**config.mk**
```make
export PLATFORM = sky130hd
export DESIGN_NAME = ddr_cmd_driver
export DESIGN_NICKNAME = d
export VERILOG_FILES = /design/src/rtl/ddr_cmd_driver.sv
export SDC_FILE = /design/constraint.sdc
export NUM_CORES = 1
export LEC_CHECK = 0
export CAP_MARGIN = 20
export CELL_PAD_IN_SITES_DETAIL_PLACEMENT = 0
export CELL_PAD_IN_SITES_GLOBAL_PLACEMENT = 1
export CORE_MARGIN = 4
export CORE_UTILIZATION = 40
export DETAILED_ROUTE_END_ITERATION = 8
export PLACE_DENSITY = 0.87
export SLEW_MARGIN = 15
export SYNTH_ARGS = -nofsm -noshare
export SYNTH_HDL_FRONTEND = slang
export SYNTH_SLANG_ARGS = --single-unit
```
**constraint.sdc**
```tcl
create_clock -name clock_t -period 3.05 [get_ports clock_t]
set_input_delay 0.305 -clock clock_t [delete_from_list [all_inputs] [get_ports clock_t]]
set_output_delay 0.305 -clock clock_t [all_outputs]
set_load 0.02 [all_outputs]
```
**src/rtl/ddr_cmd_driver.sv**
```systemverilog
// ---------------------------------------------------------------------------
// ddr_cmd_driver
//
// Controller-side DDR4 command generator. Accepts one transaction at a time
// and drives ACT -> RD/WR -> PRE on the command/address pins, inserting DES
// in every other cycle, plus the write-launch and read-expect data strobes.
//
// Handshake: a request transfers on a rising clock edge where req_valid and
// req_ready are both high; all request fields are captured on that edge,
// req_ready is low from the next cycle until the transaction has finished
// its precharge period, and inputs are ignored while req_ready is low.
//
// Ports:
//   clock_t, reset_n          clock, asynchronous active-low reset
//   req_valid/req_ready       request handshake
//   req_write                 1 = write, 0 = read
//   req_row[18:0]             {bg[1:0], ba[1:0], row[14:0]}
//   req_col[9:0]              column address
//   req_bl8                   1 = BL8, 0 = BC4
//   cs_n, act_n, ras_n_a16,
//   cas_n_a15, we_n_a14       command pins
//   bg_addr, ba_addr          bank group / bank
//   addr13, bc_n_a12, addr11,
//   ap_a10, addr9_0           address pins
//   wdata_go                  pulse: write burst starts next cycle
//   rdata_exp                 pulse: read data due on the bus
//   busy                      transaction in flight
//
// Cycle numbering: cycle 0 is the cycle in which the request is accepted
// (the transfer happens at its closing edge). Every output is registered and
// is decoded from the next state, so the pins always show the command of the
// state the FSM is in during that cycle.
// ---------------------------------------------------------------------------
module ddr_cmd_driver #(
    parameter int T_RCD = 4,
    parameter int T_CL  = 11,
    parameter int T_CWL = 9,
    parameter int T_WR  = 12,
    parameter int T_RTP = 6,
    parameter int T_RAS = 28,
    parameter int T_RP  = 4,
    parameter int CNT_W = 8
) (
    input  logic        clock_t,
    input  logic        reset_n,
    input  logic        req_valid,
    output logic        req_ready,
    input  logic        req_write,
    input  logic [18:0] req_row,
    input  logic [9:0]  req_col,
    input  logic        req_bl8,
    output logic        cs_n,
    output logic        act_n,
    output logic        ras_n_a16,
    output logic        cas_n_a15,
    output logic        we_n_a14,
    output logic [1:0]  bg_addr,
    output logic [1:0]  ba_addr,
    output logic        addr13,
    output logic        bc_n_a12,
    output logic        addr11,
    output logic        ap_a10,
    output logic [9:0]  addr9_0,
    output logic        wdata_go,
    output logic        rdata_exp,
    output logic        busy
);

    // FSM encoding
    localparam logic [2:0] S_IDLE     = 3'd0;
    localparam logic [2:0] S_ACT      = 3'd1;
    localparam logic [2:0] S_WAIT_RCD = 3'd2;
    localparam logic [2:0] S_CAS      = 3'd3;
    localparam logic [2:0] S_WAIT_PRE = 3'd4;
    localparam logic [2:0] S_PRE      = 3'd5;
    localparam logic [2:0] S_WAIT_RP  = 3'd6;

    // Command encodings {cs_n, act_n, ras_n_a16, cas_n_a15, we_n_a14}
    localparam logic [4:0] CMD_DES = 5'b11111;
    localparam logic [4:0] CMD_WR  = 5'b01100;
    localparam logic [4:0] CMD_RD  = 5'b01101;
    localparam logic [4:0] CMD_PRE = 5'b01010;

    localparam logic [CNT_W-1:0] CNT_ONE = CNT_W'(1);

    // Counter load values. A counter loaded with N on the edge entering
    // cycle k reads zero in cycle k+N; the FSM leaves a wait state at the end
    // of the cycle where the counter reads zero, hence the "-1" terms.
    // ACT in cycle 1, CAS due in cycle 1+T_RCD.
    localparam logic [CNT_W-1:0] RCD_LOAD = CNT_W'(T_RCD - 1);
    // tRAS: PRE may not appear before cycle 1+T_RAS.
    localparam logic [CNT_W-1:0] RAS_LOAD = CNT_W'(T_RAS - 1);
    // Data recovery, loaded entering the CAS cycle C; PRE due at C+gap.
    localparam logic [CNT_W-1:0] WR8_LOAD = CNT_W'(T_CWL + 4 + T_WR - 1);
    localparam logic [CNT_W-1:0] WR4_LOAD = CNT_W'(T_CWL + 2 + T_WR - 1);
    localparam logic [CNT_W-1:0] RTP_LOAD = CNT_W'(T_RTP - 1);
    // Strobe counters: pulse emitted in cycle C+load.
    localparam logic [CNT_W-1:0] CWL_LOAD = CNT_W'(T_CWL - 1);
    localparam logic [CNT_W-1:0] CL_LOAD  = CNT_W'(T_CL);
    // Precharge period: WAIT_RP occupies T_RP cycles after PRE.
    localparam logic [CNT_W-1:0] RP_LOAD  = CNT_W'(T_RP - 1);

    function automatic logic [CNT_W-1:0] dec_sat(input logic [CNT_W-1:0] v);
        return (v == '0) ? '0 : v - CNT_ONE;
    endfunction

    // State and counters (state is visible for checker binding)
    logic [2:0]       state, state_next;
    logic [CNT_W-1:0] cnt, cnt_next;
    logic [CNT_W-1:0] tras_cnt, tras_next;
    logic [CNT_W-1:0] strb_cnt, strb_next;
    logic             strb_write, strb_write_next;

    // Captured request
    logic        lat_write, write_next;
    logic [18:0] lat_row, row_next;
    logic [9:0]  lat_col, col_next;
    logic        lat_bl8, bl8_next;

    logic accept;
    logic take;
    logic ready_next;

    // Pin values for the next cycle
    logic [4:0]  cmd_next;
    logic [3:0]  bgba_next;
    logic [13:0] a_next;     // {addr13, bc_n_a12, addr11, ap_a10, addr9_0}

    assign accept = req_valid && req_ready;

    always_comb begin
        state_next      = state;
        cnt_next        = dec_sat(cnt);
        tras_next       = dec_sat(tras_cnt);
        strb_next       = dec_sat(strb_cnt);
        strb_write_next = strb_write;
        write_next      = lat_write;
        row_next        = lat_row;
        col_next        = lat_col;
        bl8_next        = lat_bl8;
        take            = 1'b0;

        case (state)
            S_IDLE: begin
                if (accept) begin
                    take = 1'b1;
                end
            end
            S_ACT: begin
                state_next = S_WAIT_RCD;
            end
            S_WAIT_RCD: begin
                if (cnt == '0) begin
                    state_next      = S_CAS;
                    cnt_next        = lat_write ? (lat_bl8 ? WR8_LOAD : WR4_LOAD)
                                                : RTP_LOAD;
                    strb_next       = lat_write ? CWL_LOAD : CL_LOAD;
                    strb_write_next = lat_write;
                end
            end
            S_CAS: begin
                state_next = S_WAIT_PRE;
            end
            S_WAIT_PRE: begin
                // PRE needs both data recovery and tRAS satisfied
                if ((cnt == '0) && (tras_cnt == '0)) begin
                    state_next = S_PRE;
                end
            end
            S_PRE: begin
                state_next = S_WAIT_RP;
                cnt_next   = RP_LOAD;
            end
            S_WAIT_RP: begin
                // req_ready is already high in the last WAIT_RP cycle, so a
                // waiting request goes straight to ACT.
                if (cnt == '0) begin
                    if (accept) begin
                        take = 1'b1;
                    end else begin
                        state_next = S_IDLE;
                    end
                end
            end
            default: begin
                state_next = S_IDLE;
            end
        endcase

        if (take) begin
            state_next = S_ACT;
            write_next = req_write;
            row_next   = req_row;
            col_next   = req_col;
            bl8_next   = req_bl8;
            cnt_next   = RCD_LOAD;
            tras_next  = RAS_LOAD;
        end
    end

    assign ready_next = (state_next == S_IDLE) ||
                        ((state_next == S_WAIT_RP) && (cnt_next == '0));

    // Pin decode from the next state. The 15-bit row occupies a14..a0, so
    // the a16/a15 row bits carried on ras_n/cas_n during ACT are zero.
    always_comb begin
        cmd_next  = CMD_DES;
        bgba_next = 4'h0;
        a_next    = 14'h0;
        case (state_next)
            S_ACT: begin
                cmd_next  = {4'b0000, row_next[14]};
                bgba_next = row_next[18:15];
                a_next    = row_next[13:0];
            end
            S_CAS: begin
                cmd_next  = write_next ? CMD_WR : CMD_RD;
                bgba_next = row_next[18:15];
                a_next    = {1'b0, bl8_next, 1'b0, 1'b0, col_next};
            end
            S_PRE: begin
                cmd_next  = CMD_PRE;
                bgba_next = row_next[18:15];
                a_next    = 14'h0;     // ap_a10 = 0: single-bank precharge
            end
            default: begin
                cmd_next  = CMD_DES;
                bgba_next = 4'h0;
                a_next    = 14'h0;
            end
        endcase
    end

    always_ff @(posedge clock_t or negedge reset_n) begin
        if (!reset_n) begin
            state      <= S_IDLE;
            cnt        <= '0;
            tras_cnt   <= '0;
            strb_cnt   <= '0;
            strb_write <= 1'b0;
            lat_write  <= 1'b0;
            lat_row    <= '0;
            lat_col    <= '0;
            lat_bl8    <= 1'b0;
            req_ready  <= 1'b0;
            busy       <= 1'b0;
            wdata_go   <= 1'b0;
            rdata_exp  <= 1'b0;
            {cs_n, act_n, ras_n_a16, cas_n_a15, we_n_a14} <= CMD_DES;
            {bg_addr, ba_addr} <= 4'h0;
            {addr13, bc_n_a12, addr11, ap_a10, addr9_0} <= 14'h0;
        end else begin
            state      <= state_next;
            cnt        <= cnt_next;
            tras_cnt   <= tras_next;
            strb_cnt   <= strb_next;
            strb_write <= strb_write_next;
            lat_write  <= write_next;
            lat_row    <= row_next;
            lat_col    <= col_next;
            lat_bl8    <= bl8_next;
            req_ready  <= ready_next;
            busy       <= ~ready_next;
            // Strobe counter reads one in the cycle before the pulse cycle
            wdata_go   <= (strb_cnt == CNT_ONE) && strb_write;
            rdata_exp  <= (strb_cnt == CNT_ONE) && !strb_write;
            {cs_n, act_n, ras_n_a16, cas_n_a15, we_n_a14} <= cmd_next;
            {bg_addr, ba_addr} <= bgba_next;
            {addr13, bc_n_a12, addr11, ap_a10, addr9_0} <= a_next;
        end
    end

endmodule
```
---- Word-level counts from Yosys, hierarchy flattened ----
Index checks and enable logic that the tools add are counted.
storage, ports and cells
  input port bits ......................... 34
  register bits after elaboration ......... 86
  output and inout port bits .............. 27
  logic and storage cells ................. 84
operators by class
  equality and inequality tests ........... 11
  add/subtract/negate cells ............... 3
  muxes and demuxes ....................... 29
  reduce and logical (&&, ||, !) cells .... 15
  bitwise logic cells ..................... 1
operators with widths
  cell                                                                   number
  8-bit 2-to-1 mux                                                       8
  8-bit logical NOT                                                      4
  14-bit case mux with 2 select lines                                    1
  8-bit by 1-bit subtractor with 8-bit output, second input constant     3
  3-bit case mux with 7 select lines                                     1
  19-bit 2-to-1 mux                                                      1
  8-bit case mux with 2 select lines                                     1
  3-bit equality test, second input constant                             5
  3-bit 2-to-1 mux                                                       5
  5-bit case mux with 3 select lines                                     1
  10-bit 2-to-1 mux                                                      1
  3-bit by 2-bit equality test with 1-bit output, second input constant  3
  8-bit by 1-bit equality test with 1-bit output, second input constant  1
  4-bit 2-to-1 mux                                                       2
  3-bit by 1-bit equality test with 1-bit output, second input constant  2
  3-bit logical NOT                                                      2
  1-bit logical AND                                                      5
  1-bit 2-to-1 mux                                                       5
  5-bit 2-to-1 mux                                                       1
  3-bit OR reduction                                                     1
  2-bit 2-to-1 mux                                                       1
  1-bit case mux with 2 select lines                                     1
  2-bit AND reduction                                                    1
  1-bit logical NOT                                                      1
  other kinds (2)                                                        2

---- Depth between registers and ports, before layout ----
Gate-level depths: netlist (run 1).
  depth in word-level cells ............... 9
  mapped depth ............................ 10
  depth with buffers taken out ............ 9

---- Worst setup path before layout (run 1) ----
OpenSTA, ideal clock, no wires.
  path type ............................... register to register
  from .................................... register cnt[0]
  to ...................................... register addr9_0[0]
  arrival time ............................ 2,083 ps
  required time ........................... 2,929 ps
  path buffers ............................ 1
  slack ................................... 845 ps
  library setup time ...................... 121 ps
  cell stages (with the launch flop) ...... 9
  cell sequence ........................... dfrtp_1 -> inv_1 -> ha_1 -> nor3b_2 -> nand4_1 -> a21boi_2 -> buf_6 -> mux2_2 -> a32o_1
on the way
  elaborated cells on any way between the ends .. 14
  classes of those cells .................. eq/ne (2); mux (10); reduce/logical (2)
RTL lines
  item                                 RTL line  source
  from (decl)                          109       logic [CNT_W-1:0] cnt, cnt_next;
  from (signal assigned)               254       cnt <= cnt_next;
  8-bit logical NOT                    177       if (cnt == '0) begin
  1-bit 2-to-1 mux                     177
  1-bit case mux with 2 select lines   143       case (state)
  10-bit 2-to-1 mux                    190       if (take) begin
  named net col_next[0]                117       logic [9:0] lat_col, col_next;
  14-bit case mux with 2 select lines  210       case (state_next)
  named net a_next[0]                  127       logic [13:0] a_next;
  to (signal assigned)                 269       {addr13, bc_n_a12, addr11, ap_a10, addr9_0} <= a_next;
  to (decl)                            63        output logic [9:0] addr9_0,
The timed path passes the listed nets, and every way through them passes these cells.
A chain may end at the register's enable or synchronous reset.

---- Worst setup path after layout (run 1) ----
  from .................................... register cnt[0]
  to ...................................... register addr9_0[5]
Same word-level chain as after synthesis.

==> out/summary.txt, run 1 <==
Sequential fraction of the synthesis area = 0.554
Synth top area share = 0.514
Vias in the first global route = 2413
Hold Crit Class = reg2reg
Residual DRC = 0
Worst setup margin = 0.426 ns
Post-DR vias/cell = 5.10
Netlist cell types = 52
ANT cells = 0
Root buffer cell = clkbuf_8
GPL Wtd Cong = 0.816
Register area = 1780 um2
I/O pins = 61
Syn_nets = 317
Routed length per instance = 15.2 um
Shortest period the worst path allows = 2.62 ns
Synthesized area per cell = 11.6 um2
Worst-Skew Late Latency = 0.36 ns
Clk slew on worst S/H paths = 0.08 ns
Synth warn = 0
Cell area power density = 935 nW/um2
Router iterations before antenna repair = 4
Most frequent cell after synthesis = dfrtp_1
Die W = 97.7 um
Die area = 9540 um2
First-pass GRT wire length = 11.9 mm
Syn Inst Count = 277
Postcts setup bufs = 0
Final nets = 381
Multi-input gate area = 1300 um2
CP endpoint kind = register
Clock Path Buffers = 2
Number of buffers created by CTS = 9
Final WL = 6.81 mm
Routed vias = 2287
Number of flops mapped to enable cells by yosys = 0
Overall Global Routing Usage = 0.157
Async S/R FF share, synth = 1.00
Critical Path Fanout Max = 36
Post-place setup slack = 0.449 ns
Crit path kind = reg2reg
Input/output buffers = 60
Antenna violations before repair = 0
Top cells by count, synth = dfrtp_1 (66), nor2_1 (23), nand2_1 (16)
TNS Setup = 0 ns
Max-cap violations = 0
Starting Density = 0.414
Core box area = 7770 um2
Fillers = 689
WP data required = 3.29 ns
Area growth syn-to-layout = 27.3%
Iteration-0 DRC Markers = 124
FMAX = 0.381 GHz
Pleak = 1.73 nW
Status = finished, final reports clean
ANT nets after route = 0
Row cnt = 32
Layout cells sized above 1 = 0.162
Largest net degree at the start of global routing = 37
RSZ-0062 raised after global routing = false
H-tree Lvls = 3
Pins Over Slew Limit = 0
#FFs+latches synth = 71
Endpoints failing setup = 0
Synth Cell Area = 3220 um2
Grt total ovfl = 0
Arrival time worst endpoint = 2.86 ns
Relative slew slack = 0.567
Main synth FF type = dfrtp_1
Synth top area cells = dfrtp_1 (51%), mux2_2 (4.9%), dfstp_2 (4.1%), a32o_1 (3.7%), nor2_1 (2.7%)
Clock Skews = 0.00978 ns
Startpoint Class = register
CTS Sinks = 71
Cell taking the most area after synthesis = dfrtp_1
Final Hold Viols = 0
Peak supply drop = 0.426 mV
Die Y-Extent = 97.7 um
Post-DP HPWL = 4.77 mm
Final worst-path cycle share = 0.860
Worst-Margin Slew = 0.650 ns
CTS tree = yes
## path summary, 6_finish.rpt
| path | start | endpoint | slack [ns] | cells after the start |
|---|---|---|---|---|
| max | cnt[0] | addr9_0[5] | 0.43 | 8 |
| min | strb_write | rdata_exp | 0.44 | 1 |
| max reg2reg | cnt[0] | addr9_0[5] | 0.43 | 8 |
| min reg2reg | strb_write | rdata_exp | 0.44 | 1 |
| max in group asynchronous | reset_n | we_n_a14 | 1.74 | 3 |
| min in group asynchronous | reset_n | addr11 | 0.50 | 2 |
## power by group
| part | leakage (nW) | switching, mW | internal [mW] |
|---|---|---|---|
| Combinational | 0.755 | 0.800 | 0.728 |
| Sequential | 0.887 | 0.303 | 1.31 |
| Clock | 0.0877 | 0.382 | 0.304 |
## layer usage
layer  GRT usage  wire length (um)  up-vias
met4      0.0639               113        0
met3      0.0531               457        9
li1            -                 -     1106
met1       0.207              3110     1111
met5           0                 0        -
met2       0.237              3120       61
## state kept, by name, indices dropped and copies added, names as in the netlist, 2 cells and up
name      count
addr9_0      10
lat_row       4
state         3
bg_addr       2
cnt           8
strb_cnt      8
ba_addr       2
tras_cnt      8
lat_col      10
## cells in the final DEF (no fill, tap or decap), types with 3 or more instances in the layout
cell             count
buf_4                4
nand2_1             16
and2_1               9
xnor2_1              9
a32o_1              12
clkdlybuf4s50_1     59
nand4_1              3
nor2_1              23
xor2_1               4
mux2_2              14
or2_2                3
nor3_1               8
clkbuf_8             9
ha_1                 6
a21oi_1              9
inv_1               12
dfstp_2              5
nand3_1              5
o21ai_0             13
dfrtp_1             66
or3_1                3
## worst max-delay path: stages (launching register included)
cell and delay [ns]:
dfrtp_1 0.40, inv_1 0.08, ha_1 0.28, nor3b_2 0.42, nand4_1 0.23, a21boi_4 0.23
buf_12 0.21, mux2_2 0.37, a32o_1 0.26
## per-stage QoR
| stage | hold WS (ns) | std cells | utilization | total power, mW | instance area, um2 |
|---|---|---|---|---|---|
| floorplan | 0.00941 | 277 | - | 2.68 | 3220 |
| global placement | 0.353 | 431 | 0.502 | 3.11 | 3900 |
| detailed placement | 0.365 | 431 | 0.502 | 3.17 | 3900 |
| CTS | 0.437 | 448 | 0.527 | 3.87 | 4090 |
| global route | 0.458 | 448 | 0.527 | 4.14 | 4090 |
| finish | 0.443 | 448 | 0.527 | 3.83 | 4090 |
## kinds of logic (layout without fill, tap and decap cells)
kind of cell	count (synthesis)	count (layout)	share of synthesized area
simple gates	91	91	0.160
flops	71	71	0.554
compound gates	53	53	0.122
buf+inv	26	95	0.0447
mux	17	17	0.0599
xor+xnor	13	13	0.0354
fa+ha+maj	6	6	0.0233
## timing repair
action	CTS	global route
resized for setup	0	0
endpoints found under the hold margin	28	0
hold buffers	1	0
## area by class of cell
type                    instances  share of cell area
inverters                      13              0.0119
flip-flops and latches         71               0.436
clock inverters                 7              0.0141
clock buffers                   9              0.0303
well taps                     102              0.0312
repair buffers                 66               0.160
multi-input cells             180               0.317
No activity file was read; power rests on OpenSTA's default activity.
==> run 2: changes to the inputs <==
--- a/config.mk
+++ b/config.mk
@@ -11,7 +11,8 @@
 export CORE_MARGIN = 4
 export CORE_UTILIZATION = 40
 export DETAILED_ROUTE_END_ITERATION = 8
-export PLACE_DENSITY = 0.87
+export PLACE_DENSITY_LB_ADDON = 0.1
+export REMOVE_ABC_BUFFERS = 1
 export SLEW_MARGIN = 15
 export SYNTH_ARGS = -nofsm -noshare
 export SYNTH_HDL_FRONTEND = slang
==> run 2 against run 1 <==
Net effect: setup slack better by 0.075 ns; die area did not move; via count increased by 1.4%; cell area hardly changed; combinational power rose by 3%; sequential power barely moved; maximum frequency up 2.9%.
==> out/summary.txt, run 2 (synthesized netlist as in run 1, its figures left out) <==
Pins Over Slew Limit = 0 (unchanged)
Routing usage on met1 = 0.202 (was 0.207)
Endpoints failing setup = 0 (unchanged)
GRT met2 Usage = 0.255 (was 0.237)
Final Util = 0.527 (about the same)
Post-CTS sizing = 0 (unchanged)
Worst Reg-to-Reg Cells = 8 (unchanged)
Placed instance count = 433 (was 431)
I/O pins = 61 (unchanged)
ANT nets after route = 0 (unchanged)
Number of buffers created by CTS = 9 (unchanged)
FMAX = 0.392 GHz (was 0.381 GHz)
Postcts setup bufs = 0 (unchanged)
CTS Sinks = 71 (unchanged)
Area growth syn-to-layout = 27.4% (was 27.3%)
CTS Hold Bufs = 0 (was 1)
Die area = 9540 um2 (unchanged)
Starting Density = 0.414 (unchanged)
Non-Filler Instances = 449 (was 448)
Die Y-Extent = 97.7 um (unchanged)
Input/output buffers = 60 (unchanged)
GPL Wtd Cong = 0.816 (about the same)
First-pass GRT wire length = 12.1 mm (was 11.9 mm)
Post-DP HPWL = 4.81 mm (was 4.77 mm)
WP depth = 8 (unchanged)
Clk slew on worst S/H paths = 0.08 ns (about the same)
Startpoint Class = register (unchanged)
Root buffer cell = clkbuf_8 (unchanged)
Final WL = 6.94 mm (was 6.81 mm)
CP peak stage delay = 0.39 ns (was 0.42 ns)
Vias in the first global route = 2403 (was 2413)
WP data required = 3.28 ns (was 3.29 ns)
Final Hold Viols = 0 (unchanged)
Grt met3 use = 0.0467 (was 0.0531)
Worst-Margin Slew = 0.883 ns (was 0.650 ns)
Final worst-path cycle share = 0.836 (was 0.860)
Peak supply drop = 0.347 mV (was 0.426 mV)
Clock Skews = 0.00656 ns (was 0.00978 ns)
Iteration-0 DRC Markers = 105 (was 124)
CP top delay family = simple AND/OR/NAND/NOR gates (unchanged)
Routed vias = 2318 (was 2287)
H-tree Lvls = 3 (unchanged)
Crit path kind = reg2reg (unchanged)
Pleak = 1.74 nW (was 1.73 nW)
Post-DR vias/cell = 5.16 (was 5.10)
Hold Crit Class = in2async (was reg2reg)
Overall Global Routing Usage = 0.157 (about the same)
Router iterations before antenna repair = 4 (unchanged)
CP endpoint kind = register (unchanged)
Most frequent cells in the layout = dfrtp_1 (66), clkdlybuf4s50_1 (59), nor2_1 (23), nand2_1 (16), mux2_2 (14) (unchanged)
Antenna violations before repair = 0 (unchanged)
RSZ-0062 raised after global routing = false (unchanged)
Row cnt = 32 (unchanged)
Slowest CP cell = dfrtp_1 (was nor3b_2)
Worst-Skew Late Latency = 0.34 ns (was 0.36 ns)
Grt total ovfl = 0 (unchanged)
Largest net degree at the start of global routing = 72 (was 37)
Core box area = 7770 um2 (unchanged)
Max-cap violations = 0 (unchanged)
WP buf/inv = 2 (unchanged)
Arrival time worst endpoint = 2.78 ns (was 2.86 ns)
Routed length per instance = 15.5 um (was 15.2 um)
Die W = 97.7 um (unchanged)
Relative slew slack = 0.411 (was 0.567)
Top Usage Layer GRT = met2 (unchanged)
CP Cell Sequence = inv_1 > ha_1 > nor3b_2 > nand4_1 > a21boi_4 > buf_12 > mux2_2 > a32o_1 (unchanged)
Shortest period the worst path allows = 2.55 ns (was 2.62 ns)
Critical Path Fanout Max = 28 (was 36)
ANT cells = 0 (unchanged)
TNS Setup = 0 ns (unchanged)
CTS tree = yes (unchanged)
Cell area power density = 939 nW/um2 (was 935 nW/um2)
Status = finished, final reports clean (unchanged)
Layout cells sized above 1 = 0.167 (was 0.162)
Final nets = 382 (was 381)
Clock Path Buffers = 2 (unchanged)
Commonest non-fill, non-tap cell in the layout = dfrtp_1 (unchanged)
Residual DRC = 0 (unchanged)
run 2: cell types whose count changed in the layout (fill, tap and decap cells not counted), sizes merged:
| cell | previous run | this run |
|---|---|---|
| clkinv | 3 | 2 |
| buf | 6 | 8 |
| dlygate4sd3 | 1 | 0 |
| clkbuf | 9 | 10 |
run 2: path summary, 6_finish.rpt:
check                           startpoint           to  slack [ns]
worst max-delay path                cnt[0]   addr9_0[1]        0.50
worst min-delay path               reset_n  tras_cnt[0]        0.16
worst max register to register      cnt[0]   addr9_0[1]        0.50
worst min register to register  strb_write    rdata_exp        0.45
max in group asynchronous          reset_n       cnt[1]        2.31
min in group clock_t            strb_write    rdata_exp        0.45
run 2: per-layer routing:
metal	up-vias	wire [um]
met5	-	0
met4	0	87
met3	9	271
met2	40	3480
met1	1155	3100
li1	1114	-
run 2: power breakdown:
group | total (mW) | leakage, nW | switching (mW) | internal [mW]
Sequential | 1.60 | 0.887 | 0.287 | 1.31
Combinational | 1.58 | 0.761 | 0.827 | 0.750
Clock | 0.673 | 0.0891 | 0.354 | 0.320
run 2: through the flow:
step                      setup WS (ns)  power, mW  instance area, um2  hold WS (ns)
after floorplan                   0.203       2.61                3120       0.00941
after global routing              0.307       4.16                4100         0.243
after CTS                         0.495       3.90                4100         0.192
final                             0.501       3.85                4100         0.156
after global placement            0.590       3.18                3920         0.441
after detailed placement          0.496       3.19                3920         0.429
run 2: final cells by class:
cell class              instances  area, um2
multi-input cells             180       1300
well taps                     102        128
flip-flops and latches         71       1780
inverters                      13       48.8
repair buffers                 67        661
clock buffers                  10        138
clock inverters                 6       42.5
fillers                       726       3670
==> run 3: changes to the inputs <==
--- a/config.mk
+++ b/config.mk
@@ -9,7 +9,7 @@
 export CELL_PAD_IN_SITES_DETAIL_PLACEMENT = 0
 export CELL_PAD_IN_SITES_GLOBAL_PLACEMENT = 1
 export CORE_MARGIN = 4
-export CORE_UTILIZATION = 40
+export CORE_UTILIZATION = 36
 export DETAILED_ROUTE_END_ITERATION = 8
 export PLACE_DENSITY_LB_ADDON = 0.1
 export REMOVE_ABC_BUFFERS = 1
==> constraint.sdc (replaced) <==
create_clock -name clock_t -period 2.1 [get_ports clock_t]
set_input_delay 0.21 -clock clock_t [delete_from_list [all_inputs] [get_ports clock_t]]
set_output_delay 0.21 -clock clock_t [all_outputs]
set_load 0.02 [all_outputs]
==> run 3 against run 2 <==
Net effect: sequential cell count did not move; routed wire length rose by 11%; die area rose by 10%; final cell count rose by 8.7%; setup slack got worse by 0.48 ns; critical path type unchanged; largest cell class unchanged; largest power group is now combinational cells; highest routed layer unchanged.
==> out/summary.txt, run 3 (synthesized netlist as in run 1, its figures left out) <==
Status = finished, final reports clean (unchanged)
Worst setup margin = 0.0230 ns (was 0.501 ns)
Multi-input gate area = 1330 um2 (was 1300 um2)
Power Total = 6.40 mW (was 3.85 mW)
Max-cap violations = 0 (unchanged)
Comb pwr share = 0.450 (was 0.410)
Final instance area = 4510 um2 (was 4100 um2)
Post-place setup slack = -0.0228 ns (was 0.496 ns)
Antenna violations before repair = 0 (unchanged)
H-tree Lvls = 3 (unchanged)
Worst-Skew Late Latency = 0.34 ns (about the same)
FF-to-FF End = addr9_0[6] (was addr9_0[1])
Critical Path Fanout Max = 15 (was 28)
Non-Filler Instances = 488 (was 449)
Register area = 1780 um2 (about the same)
Final Hold Viols = 0 (unchanged)
RSZ-0062 raised after global routing = true (was false)
Sw frac = 0.353 (was 0.381)
Post-DR vias/cell = 4.97 (was 5.16)
R2R Setup Slk = 0.02 ns (was 0.50 ns)
Placed Area = 4150 um2 (was 3920 um2)
Starting Density = 0.369 (was 0.414)
Final worst-path cycle share = 0.989 (was 0.836)
Worst setup path endpoint = addr9_0[6] (was addr9_0[1])
Beginning of the worst register-to-register path = cnt[0] (unchanged)
Pleak = 1.95 nW (was 1.74 nW)
Area growth syn-to-layout = 40.1% (was 27.4%)
Grt total ovfl = 0 (unchanged)
FMAX = 0.481 GHz (was 0.392 GHz)
Arrival time worst endpoint = 2.30 ns (was 2.78 ns)
Worst Reg-to-Reg Cells = 8 (unchanged)
Peak supply drop = 0.637 mV (was 0.347 mV)
Share of power burned in registers = 0.345 (was 0.415)
Placed instance count = 465 (was 433)
Internal power = 4.14 mW (was 2.38 mW)
GPL Wtd Cong = 0.815 (was 0.816)
Number of buffers created by CTS = 9 (unchanged)
Clock Skews = 0.0102 ns (was 0.00656 ns)
CTS tree = yes (unchanged)
I/O pins = 61 (unchanged)
Die W = 103 um (was 97.7 um)
Clock Path Buffers = 2 (unchanged)
WP data required = 2.33 ns (was 3.28 ns)
Residual DRC = 0 (unchanged)
Worst Setup SP = cnt[0] (unchanged)
CTS Sinks = 71 (unchanged)
Shortest period the worst path allows = 2.08 ns (was 2.55 ns)
Router iterations before antenna repair = 4 (unchanged)
Worst-Margin Slew = 0.452 ns (was 0.883 ns)
Clk slew on worst S/H paths = 0.08 ns (about the same)
CP endpoint kind = register (unchanged)
Row cnt = 34 (was 32)
Core box area = 8720 um2 (was 7770 um2)
Post-DP HPWL = 5.31 mm (was 4.81 mm)
Vias in the first global route = 2504 (was 2403)
Input/output buffers = 60 (unchanged)
Clk pwr share = 0.205 (was 0.175)
Layout cells sized above 1 = 0.253 (was 0.167)
Largest net degree at the start of global routing = 46 (was 72)
Commonest non-fill, non-tap cell in the layout = dfrtp_1 (unchanged)
Overall Global Routing Usage = 0.160 (was 0.157)
WHS = 0.321 ns (was 0.156 ns)
Die Y-Extent = 103 um (was 97.7 um)
Fillers = 776 (was 726)
ANT cells = 0 (unchanged)
Routed vias = 2425 (was 2318)
Final WL = 7.73 mm (was 6.94 mm)
Crit path kind = reg2reg (unchanged)
Startpoint Class = register (unchanged)
Relative slew slack = 0.696 (was 0.411)
Die area = 10500 um2 (was 9540 um2)
Endpoints failing setup = 0 (unchanged)
Root buffer cell = clkbuf_8 (unchanged)
NetSw = 2.26 mW (was 1.47 mW)
Cell area power density = 1420 nW/um2 (was 939 nW/um2)
Pins Over Slew Limit = 0 (unchanged)
TNS Setup = 0 ns (unchanged)
Final Util = 0.517 (was 0.527)
First-pass GRT wire length = 12.8 mm (was 12.1 mm)
ANT nets after route = 0 (unchanged)
Routed length per instance = 15.8 um (was 15.5 um)
Iteration-0 DRC Markers = 83 (was 105)
Most frequent cells in the layout = dfrtp_1 (65), clkdlybuf4s50_1 (59), buf_4 (35), nor2_1 (22), nand2_1 (15) (was dfrtp_1 (66), clkdlybuf4s50_1 (59), nor2_1 (23), nand2_1 (16), mux2_2 (14))
Final nets = 415 (was 382)
Hold Crit Class = in2async (unchanged)
[run 3: cell types whose count changed in the layout (fill, tap and decap cells not counted), sizes merged]
cell and delta:
buf +30, bufinv +3, inv -2, bufbuf +1, clkinv -1, clkbuf +1, dlygate4sd3 +1
[run 3: worst min path at each step]
| stage | cells after the start | to | startpoint | slack, ns |
|---|---|---|---|---|
| after floorplan | 0 | addr11 | reset_n | -0.09 |
| after global placement | 1 | tras_cnt[2] | reset_n | 0.16 |
| after detailed placement | 1 | tras_cnt[2] | reset_n | 0.17 |
| after CTS | 2 | tras_cnt[2] | reset_n | 0.31 |
| after global routing | 2 | tras_cnt[6] | reset_n | 0.34 |
| final | 2 | tras_cnt[2] | reset_n | 0.32 |
[run 3: power by group through the flow]
stage	clock network, mW	logic, mW	registers [mW]
detailed placement	0	2.76	2.23
global route	1.41	3.19	2.28
finish	1.31	2.88	2.21
global placement	0	2.72	2.23
floorplan	0	1.40	2.39
CTS	1.36	2.82	2.21
[run 3: worst max-delay path, cell delays in order (launching register included)]
cell and delay (ns):
dfrtp_1 0.38, inv_1 0.08, ha_1 0.16, nor3b_2 0.18
nand4_1 0.17, a21boi_4 0.20, buf_12 0.18, mux2_2 0.36
a32o_1 0.26
[run 3: area by class of cell]
| type | count | area share |
|---|---|---|
| inverters | 13 | 0.0114 |
| repair buffers | 99 | 0.212 |
| well taps | 108 | 0.0300 |
| flip-flops and latches | 71 | 0.396 |
| clock inverters | 5 | 0.0236 |
| repair inverters | 1 | 0.00167 |
| multi-input cells | 180 | 0.296 |
| clock buffers | 11 | 0.0292 |
[run 3: layer usage]
| metal | share of wire | track usage | vias to the layer above |
|---|---|---|---|
| met3 | 0.039 | 0.0433 | 13 |
| li1 | - | - | 1176 |
| met1 | 0.47 | 0.217 | 1192 |
| met5 | 0 | 0 | - |
| met4 | 0.014 | 0.0545 | 0 |
| met2 | 0.48 | 0.247 | 44 |
[run 3: repair_timing]
item	4_1_cts	5_1_grt
hold endpoints to repair	23	0
hold buffers	1	0
setup buffers	1	3
gates resized for setup	0	12
endpoints found under the setup margin	9	27
gates cloned	1	1
pin swaps	1	4
